File: src/rtl/dmem_arb_pkg.sv
// Shared types and MemWrite encodings for the data-memory arbiter.
// Fairness is built in only when DMEM_ARB_FAIRNESS_EN is defined (see dmem_arbiter).
package dmem_arb_pkg;

    typedef enum logic {
        IDLE   = 1'b0,
        LOCKED = 1'b1
    } arb_state_t;

    typedef enum logic {
        OWN_CPU = 1'b0,
        OWN_DBG = 1'b1
    } owner_t;

    localparam logic [1:0] MW_READ = 2'b00;
    localparam logic [1:0] MW_BYTE = 2'b01;
    localparam logic [1:0] MW_HALF = 2'b10;
    localparam logic [1:0] MW_WORD = 2'b11;

endpackage

File: src/rtl/dmem_arb_starve_ctr.sv
// Saturating count of debug grants that left a waiting CPU ungranted.
// hit is high once the count reaches MAX; clr wins over inc.
module dmem_arb_starve_ctr #(
    parameter int unsigned MAX = 8
) (
    input  logic clk,
    input  logic reset,
    input  logic inc,
    input  logic clr,
    output logic hit
);

    localparam int unsigned W = $clog2(MAX + 1);
    localparam logic [W-1:0] MAX_V = W'(MAX);

    logic [W-1:0] cnt_q;
    logic [W-1:0] cnt_d;

    always_comb begin
        cnt_d = cnt_q;
        if (clr) begin
            cnt_d = '0;
        end else if (inc && (cnt_q != MAX_V)) begin
            cnt_d = cnt_q + 1'b1;
        end
    end

    always_ff @(posedge clk or posedge reset) begin
        if (reset) begin
            cnt_q <= '0;
        end else begin
            cnt_q <= cnt_d;
        end
    end

    assign hit = (cnt_q == MAX_V);

endmodule

File: src/rtl/dmem_arbiter.sv
// Shares the dmem port between the CPU and the debug controller (debug priority, optional lock).
// Define DMEM_ARB_FAIRNESS_EN to let a starved CPU win one access after STARVE_MAX debug grants.
module dmem_arbiter
    import dmem_arb_pkg::*;
#(
    parameter int unsigned ADDR_W     = 32,
    parameter int unsigned DATA_W     = 32,
    parameter int unsigned STARVE_MAX = 8
) (
    input  logic              clk,
    input  logic              reset,
    input  logic              cpu_req,
    input  logic [1:0]        cpu_we,
    input  logic [2:0]        cpu_size,
    input  logic [ADDR_W-1:0] cpu_addr,
    input  logic [DATA_W-1:0] cpu_wdata,
    output logic              cpu_gnt,
    output logic              cpu_rvalid,
    output logic [DATA_W-1:0] cpu_rdata,
    input  logic              dbg_req,
    input  logic [1:0]        dbg_we,
    input  logic [2:0]        dbg_size,
    input  logic [ADDR_W-1:0] dbg_addr,
    input  logic [DATA_W-1:0] dbg_wdata,
    output logic              dbg_gnt,
    output logic              dbg_rvalid,
    output logic [DATA_W-1:0] dbg_rdata,
    input  logic              dbg_lock,
    output logic [1:0]        mem_we,
    output logic [2:0]        mem_size,
    output logic [ADDR_W-1:0] mem_addr,
    output logic [DATA_W-1:0] mem_wdata,
    input  logic [DATA_W-1:0] mem_rdata,
    output logic              locked
);

    // Handshake: a requester holds req and its command until it sees gnt in
    // the same cycle; a granted read returns rvalid/rdata exactly one cycle later.

    if (STARVE_MAX < 1) begin : g_bad_starve_max
        $error("dmem_arbiter: STARVE_MAX must be at least 1");
    end

    arb_state_t state_q, state_d;
    owner_t     rd_owner_q, rd_owner_d;
    logic       rd_pend_q, rd_pend_d;
    logic       hold_lock;
    logic       fair_hit;

`ifdef DMEM_ARB_FAIRNESS_EN
    dmem_arb_starve_ctr #(
        .MAX (STARVE_MAX)
    ) u_starve_ctr (
        .clk   (clk),
        .reset (reset),
        .inc   (dbg_gnt && cpu_req),
        .clr   (cpu_gnt || !cpu_req),
        .hit   (fair_hit)
    );
`else
    assign fair_hit = 1'b0;
`endif

    always_comb begin
        cpu_gnt    = 1'b0;
        dbg_gnt    = 1'b0;
        mem_we     = MW_READ;
        mem_size   = '0;
        mem_addr   = '0;
        mem_wdata  = '0;
        rd_pend_d  = 1'b0;
        rd_owner_d = rd_owner_q;
        // A held lock ignores fairness; dropping the lock arbitrates normally at once.
        hold_lock  = (state_q == LOCKED) && dbg_lock;

        if (!reset) begin
            if (hold_lock) begin
                dbg_gnt = dbg_req;
            end else if (dbg_req && !(fair_hit && cpu_req)) begin
                dbg_gnt = 1'b1;
            end else if (cpu_req) begin
                cpu_gnt = 1'b1;
            end
        end

        if (dbg_gnt) begin
            mem_we     = dbg_we;
            mem_size   = dbg_size;
            mem_addr   = dbg_addr;
            mem_wdata  = dbg_wdata;
            rd_owner_d = OWN_DBG;
            rd_pend_d  = (dbg_we == MW_READ);
        end else if (cpu_gnt) begin
            mem_we     = cpu_we;
            mem_size   = cpu_size;
            mem_addr   = cpu_addr;
            mem_wdata  = cpu_wdata;
            rd_owner_d = OWN_CPU;
            rd_pend_d  = (cpu_we == MW_READ);
        end

        state_d = (dbg_lock && ((state_q == LOCKED) || dbg_gnt)) ? LOCKED : IDLE;
    end

    always_ff @(posedge clk or posedge reset) begin
        if (reset) begin
            state_q    <= IDLE;
            rd_pend_q  <= 1'b0;
            rd_owner_q <= OWN_CPU;
        end else begin
            state_q    <= state_d;
            rd_pend_q  <= rd_pend_d;
            rd_owner_q <= rd_owner_d;
        end
    end

    assign cpu_rvalid = rd_pend_q && (rd_owner_q == OWN_CPU);
    assign dbg_rvalid = rd_pend_q && (rd_owner_q == OWN_DBG);
    assign cpu_rdata  = cpu_rvalid ? mem_rdata : '0;
    assign dbg_rdata  = dbg_rvalid ? mem_rdata : '0;
    assign locked     = (state_q == LOCKED);

endmodule

File: config.mk
export PLATFORM = sky130hd
export DESIGN_NAME = dmem_arbiter
export DESIGN_NICKNAME = d
export VERILOG_FILES = /design/src/rtl/dmem_arb_pkg.sv /design/src/rtl/dmem_arb_starve_ctr.sv /design/src/rtl/dmem_arbiter.sv
export SDC_FILE = /design/constraint.sdc
export NUM_CORES = 1
export LEC_CHECK = 0
export ABC_CLOCK_PERIOD_IN_PS = 1600
export CORE_AREA = 8 8 115 117
export CTS_CLUSTER_DIAMETER = 200
export DETAILED_ROUTE_END_ITERATION = 16
export DIE_AREA = 0 0 123 125
export PLACE_DENSITY_LB_ADDON = 0.25
export SYNTH_ARGS = -nofsm -noshare
export SYNTH_HDL_FRONTEND = slang
export SYNTH_SLANG_ARGS = --single-unit
File: constraint.sdc
create_clock -name clk -period 1.6 [get_ports clk]
set_clock_uncertainty 0.1 [all_clocks]
set_input_delay 0.48 -clock clk [delete_from_list [all_inputs] [get_ports clk]]
set_output_delay 0.48 -clock clk [all_outputs]
set_load 0.01 [all_outputs]
==> qor.yml, run 1 <==
status:
  status: "finished with violations"
  failed_checks: "negative setup slack"
timing:
  timing.final.hold_violations: 0
  min_period_ns: 2.20
  post-route-period-util: 1.37
  setup_ws_ns: -0.599
  setup_viol: 137
  setup_tns_ns: -55.35
  worst_pin_slew_ns: 0.134
  relSlewSlack: 0.911
  rsz0062_at_grt: "true"
  slew_viol_final: 0
  clock.fmax_mhz: 455
setup_path:
  cp.arrival_ns: 1.62
  cp_max_fo: 5
  endpoint_kind: "primary output"
  cp-start-kind: "input port"
  critPathRequiredTime_ns: 1.02
  rr_worst_depth: 5
  critical_path_class: "input port to primary output"
route:
  routedWlPerCell_um: 23.0
  via_per_inst: 4.46
  vias: 2987
  drcViolationCount: 0
  routed_wl_um: 15400
  ant_nets: 0
  dr.pass1.iters: 4
  drt_iter0_drc: 61
clock_tree:
  postCtsHoldBufs: 0
  cts_buffer_depth: 2
  clock-root-buffer: "clkbuf_16"
  clk_transition_reported_paths_ns: 0.03
  cts_buffers: 3
  htreeDepth: 1
  cts_tree: "built"
  clkLatencyLatePin_ns: 0.22
  clkSinkCount: 3
placed_design:
  place_ws_ns: -1.34
  place_inst: 621
  dpl_cell_area_um2: 4640
  gp_congestion: 0.825
  dp_hpwl_um: 11300
  port-buffer-count: 312
yosys:
  synth_top_area_frac: 0.465
  syn_nets: 348
  ys_ff_latch: 3
  netlist_area_um2: 1320
  yosys-top-cells-area: "a22o_1, and2_1, and3_1"
  yosys.area.top_type: "a22o_1"
  synth_common_cells: "a22o_1, and2_1, and3_1, buf_2"
  seq_area_frac_synth: 0.0569
  synth-edff-count: 0
  synthCells: 173
  yosysMostFrequentCell: "a22o_1"
  yosys_warnings: 0
  avgSynthCellArea_um2: 7.62
  synth_ff_type: "dfrtp_1"
  async_reset_ff_frac: 1.00
  synthDistinctLibCells: 16
flow_run:
  max-cap-violations: 0
layout:
  nets: 699
  fin_cells: 670
  layout-drive-gt1-share: 0.524
  post-route-cell-area_um2: 5680
  diodes: 0
  syn2layout_area_growth_pct: 331
min_path:
  min_path_type: "input port to asynchronous set/reset pin"
power_and_ir_drop:
  irDropWorstVdd_v: 0.000256
  leakagePower_uw: 0.00263
  power_density_nw_per_um2: 319
floorplan:
  num_rows: 40
  die_w_um: 123
  io_pins: 313
  initial_core_util: 0.114
  die_area_um2: 15400
  core_area_um2: 11600
  dieHeight_um: 125
grt:
  grt_pass1_wl_um: 21000
  overflow: 0
  grt_max_degree: 26
  track_usage: 0.181
  grt_pass1_vias: 3351
  antenna_found_initial: 0
==> per-layer routing <==
metal  vias to the layer above  share of wire  routed length [um]  track usage
li1                       1385              -                   -            -
met1                      1389           0.32                4860        0.163
met2                       191           0.55                8460        0.358
met3                        22           0.10                1590       0.0680
met4                         0          0.032                 488       0.0546
met5                         -              0                   0            0
==> per-stage QoR <==
step           total power [uW]  hold WS, ns  utilization
2_1_floorplan               389        0.125            -
3_3_place_gp               1180        0.531        0.400
3_5_place_dp               1190        0.543        0.400
4_1_cts                    1750        0.104        0.447
5_1_grt                    1900        0.113        0.489
6_report                   1820        0.105        0.489
==> logic make-up (layout without fill, tap and decap cells) <==
group	count (synthesis)	in the layout	share of synthesized area
DFF	3	3	0.0569
buffers and inverters	26	376	0.128
AOI/OAI and AO/OA	72	72	0.476
and+or+nand+nor	72	72	0.339
==> path summary, 6_finish.rpt <==
kind | slack, ns | endpoint | start
worst max-delay path | -0.60 | mem_addr[25] | cpu_req
max in group asynchronous | 1.19 | rd_pend_q | reset
worst max register to register | 0.22 | rd_pend_q | locked
worst min register to register | 0.54 | rd_owner_q | locked
min in group clk | 0.42 | locked | dbg_lock
worst min-delay path | 0.11 | locked | reset
==> sequential cells by signal (all words and copies together), names as in the netlist <==
register    flops
locked          1
rd_owner_q      1
rd_pend_q       1
==> area by class of cell <==
type / count / area, um2
clock buffers: 4 / 78.8
inverters: 1 / 3.75
well taps: 147 / 184
flip-flops and latches: 3 / 76.3
repair buffers: 371 / 4000
fillers: 1092 / 5930
multi-input cells: 144 / 1340
==> worst max-delay path, stage by stage <==
cell             delay, ns
clkdlybuf4s15_1       0.19
and4b_4               0.21
buf_8                 0.13
buf_8                 0.13
buf_16                0.13
a22o_1                0.20
buf_2                 0.14
==> placed cells by master, fill, tap and decap left out, drive strengths merged <==
cell and instances:
a21o 1, a22o 70, and2 33, and2b 1, and3 32, and4b 1, buf 195, clkbuf 9
clkdlybuf4s15 1, clkdlybuf4s50 147, dfrtp 3, dlygate4sd2 23, inv 1, nand2 1, nand3 1, nor2 2
nor2b 1, o21a 1
==> what timing repair did <==
item,in CTS,in global routing
endpoints found under the setup margin,139,137
resized for setup,722,109
pin swaps,43,39
cloned,16,5
buffers inserted,26,11
endpoints found under the hold margin,0,0
==> power by group <==
part | leakage (uW) | total [uW] | switching, uW | internal (uW)
Sequential | 0.0000364 | 86.5 | 4.11 | 82.4
Combinational | 0.00255 | 1330 | 466 | 865
Clock | 0.0000382 | 397 | 68.6 | 329
Note: power is estimated with default switching activity, not from simulation.
==> run 2, diff against run 1 <==
SETUP_SLACK_MARGIN = 0.05   (was default)
==> qor.yml, run 2 (synthesized netlist as in run 1, its figures left out) <==
clock_tree:
  cts_tree: "built"
  clkLatencyLatePin_ns: 0.22  # about the same
  htreeDepth: 1  # unchanged
  clk_transition_reported_paths_ns: 0.03  # about the same
  cts_buffer_depth: 2  # unchanged
  cts_buffers: 3  # unchanged
  clkSinkCount: 3  # unchanged
  clock-root-buffer: "clkbuf_16"
layout:
  post-route-cell-area_um2: 5710  # +0.53%
  diodes: 0  # unchanged
  final_common_cell: "clkdlybuf4s50_1"
  layout_common_cells: "clkdlybuf4s50_1, buf_6, a22o_1"
  nFillCells: 1078  # -1.3%
  multi_input_comb_area_um2: 1340  # unchanged
  seq_area_um2: 75.1  # -1.6%
  layout-drive-gt1-share: 0.524  # unchanged
  nets: 699  # unchanged
  syn2layout_area_growth_pct: 333
setup_path:
  reg2reg_from: "locked"
  r2r-end: "rd_pend_q"
  endpoint_kind: "primary output"
  reg2reg_slack_ns: 0.13  # -0.09 ns
  critPathRequiredTime_ns: 1.02  # about the same
  cp.arrival_ns: 1.61  # about the same
  cp-start-kind: "flop"
  critical_path_class: "flop to primary output"
  cp_max_fo: 6  # +1
  rr_worst_depth: 6  # +1
timing:
  setup_ws_ns: -0.594  # +0.00454 ns
  relSlewSlack: 0.902  # -0.00903
  post-route-period-util: 1.37  # -0.00284
  clock.fmax_mhz: 456  # +0.21%
  slew_viol_final: 0  # unchanged
  setup_viol: 137  # unchanged
  rsz0062_at_grt: "true"
  worst_pin_slew_ns: 0.148  # +0.0139 ns
  timing.final.hold_violations: 0  # unchanged
  min_period_ns: 2.19  # -0.00455 ns
placed_design:
  gp_congestion: 0.823  # -0.19%
  dp_hpwl_um: 10900  # -3.9%
  port-buffer-count: 312  # unchanged
  dpl_cell_area_um2: 4640  # -0.19%
floorplan:
  die_area_um2: 15400  # unchanged
  core_area_um2: 11600  # unchanged
  die_w_um: 123  # unchanged
  num_rows: 40  # unchanged
  io_pins: 313  # unchanged
  initial_core_util: 0.114  # unchanged
  dieHeight_um: 125  # unchanged
grt:
  overflow: 0  # unchanged
  track_usage: 0.170  # -0.0109
  antenna_found_initial: 0  # unchanged
  grt_pass1_vias: 3081  # -8.1%
  grt_max_degree: 34  # +31%
  grt_pass1_wl_um: 20100  # -4.2%
route:
  drcViolationCount: 0  # unchanged
  dr.pass1.iters: 4  # unchanged
  ant_nets: 0  # unchanged
  routedWlPerCell_um: 22.5  # -2.0%
  drt_iter0_drc: 91  # +49%
  via_per_inst: 4.39  # -1.5%
  vias: 2942  # -1.5%
  routed_wl_um: 15100  # -2.0%
power_and_ir_drop:
  power_density_nw_per_um2: 331  # +3.6%
  leakagePower_uw: 0.00264  # +0.55%
  irDropWorstVdd_v: 0.000358  # +40%
  p_total_uw: 1890  # +4.1%
flow_run:
  max-cap-violations: 0  # unchanged
min_path:
  min_path_type: "input port to asynchronous set/reset pin"
status:
  failed_checks: "negative setup slack"
  status: "finished with violations"
## run 2: changes by cell type in the layout (fill, tap and decap cells not counted), sizes merged
cell           before  now
buf               195  196
bufbuf              0    1
clkbuf              9    8
clkdlybuf4s15       1    0
clkdlybuf4s50     147  161
dlygate4sd2        23    6
dlymetal6s2s        0    3
## run 2: per-stage QoR
step / setup WS [ns] / utilization / TNS, ns / hold WS, ns / instances
6_report: -0.594 / 0.492 / -57.45 / 0.102 / 670
5_1_grt: -0.665 / 0.492 / -63.72 / 0.111 / 670
4_1_cts: -0.691 / 0.436 / -65.11 / 0.133 / 661
3_5_place_dp: -1.36 / 0.399 / -130.95 / 0.550 / 619
3_3_place_gp: -1.35 / 0.399 / -129.89 / 0.537 / 619
2_1_floorplan: -0.191 / - / -11.65 / 0.115 / 173
## run 2: what timing repair did
item,4_1_cts,5_1_grt
buffers inserted,24,7
hold buffers,0,0
endpoints found under the setup margin,139,137
gates resized for setup,665,149
cloned,14,5
pin swaps,17,53
## run 2: area by class of cell
class	instances	area share
repair buffers	371	0.705
multi-input cells	144	0.234
inverters	1	0.00110
clock buffers	4	0.0138
flip-flops and latches	3	0.0131
well taps	147	0.0322
## run 2: routing by layer
| metal | vias to the layer above | global-route usage | share of wire |
|---|---|---|---|
| met5 | - | 0 | 0 |
| met4 | 0 | 0.0106 | 0.0089 |
| met3 | 6 | 0.0662 | 0.10 |
| met2 | 179 | 0.341 | 0.56 |
| met1 | 1364 | 0.163 | 0.33 |
| li1 | 1393 | - | - |
## run 2: worst max-delay path by stage
| stage | start | endpoint | slack, ns | cells after the start |
|---|---|---|---|---|
| after floorplan | dbg_lock | mem_addr[25] | -0.19 | 5 |
| after global placement | reset | mem_wdata[20] | -1.35 | 6 |
| after detailed placement | reset | mem_wdata[19] | -1.36 | 6 |
| after CTS | locked | mem_addr[19] | -0.69 | 8 |
| after global routing | locked | mem_addr[26] | -0.67 | 7 |
| final | locked | mem_addr[26] | -0.59 | 7 |
## run 2: worst max-delay path: stages (launching register included)
cell	delay, ns
dfrtp_1	0.39
nand2_4	0.07
and4b_4	0.31
buf_12	0.13
buf_8	0.11
buf_16	0.12
a22o_1	0.13
buf_2	0.13
## run 2: report_power, final
group	switching (uW)	internal, uW	leakage, uW	total, uW
combinational	479	928	0.00256	1410
sequential	4.17	82.2	0.0000379	86.4
clock	68.0	329	0.0000382	397
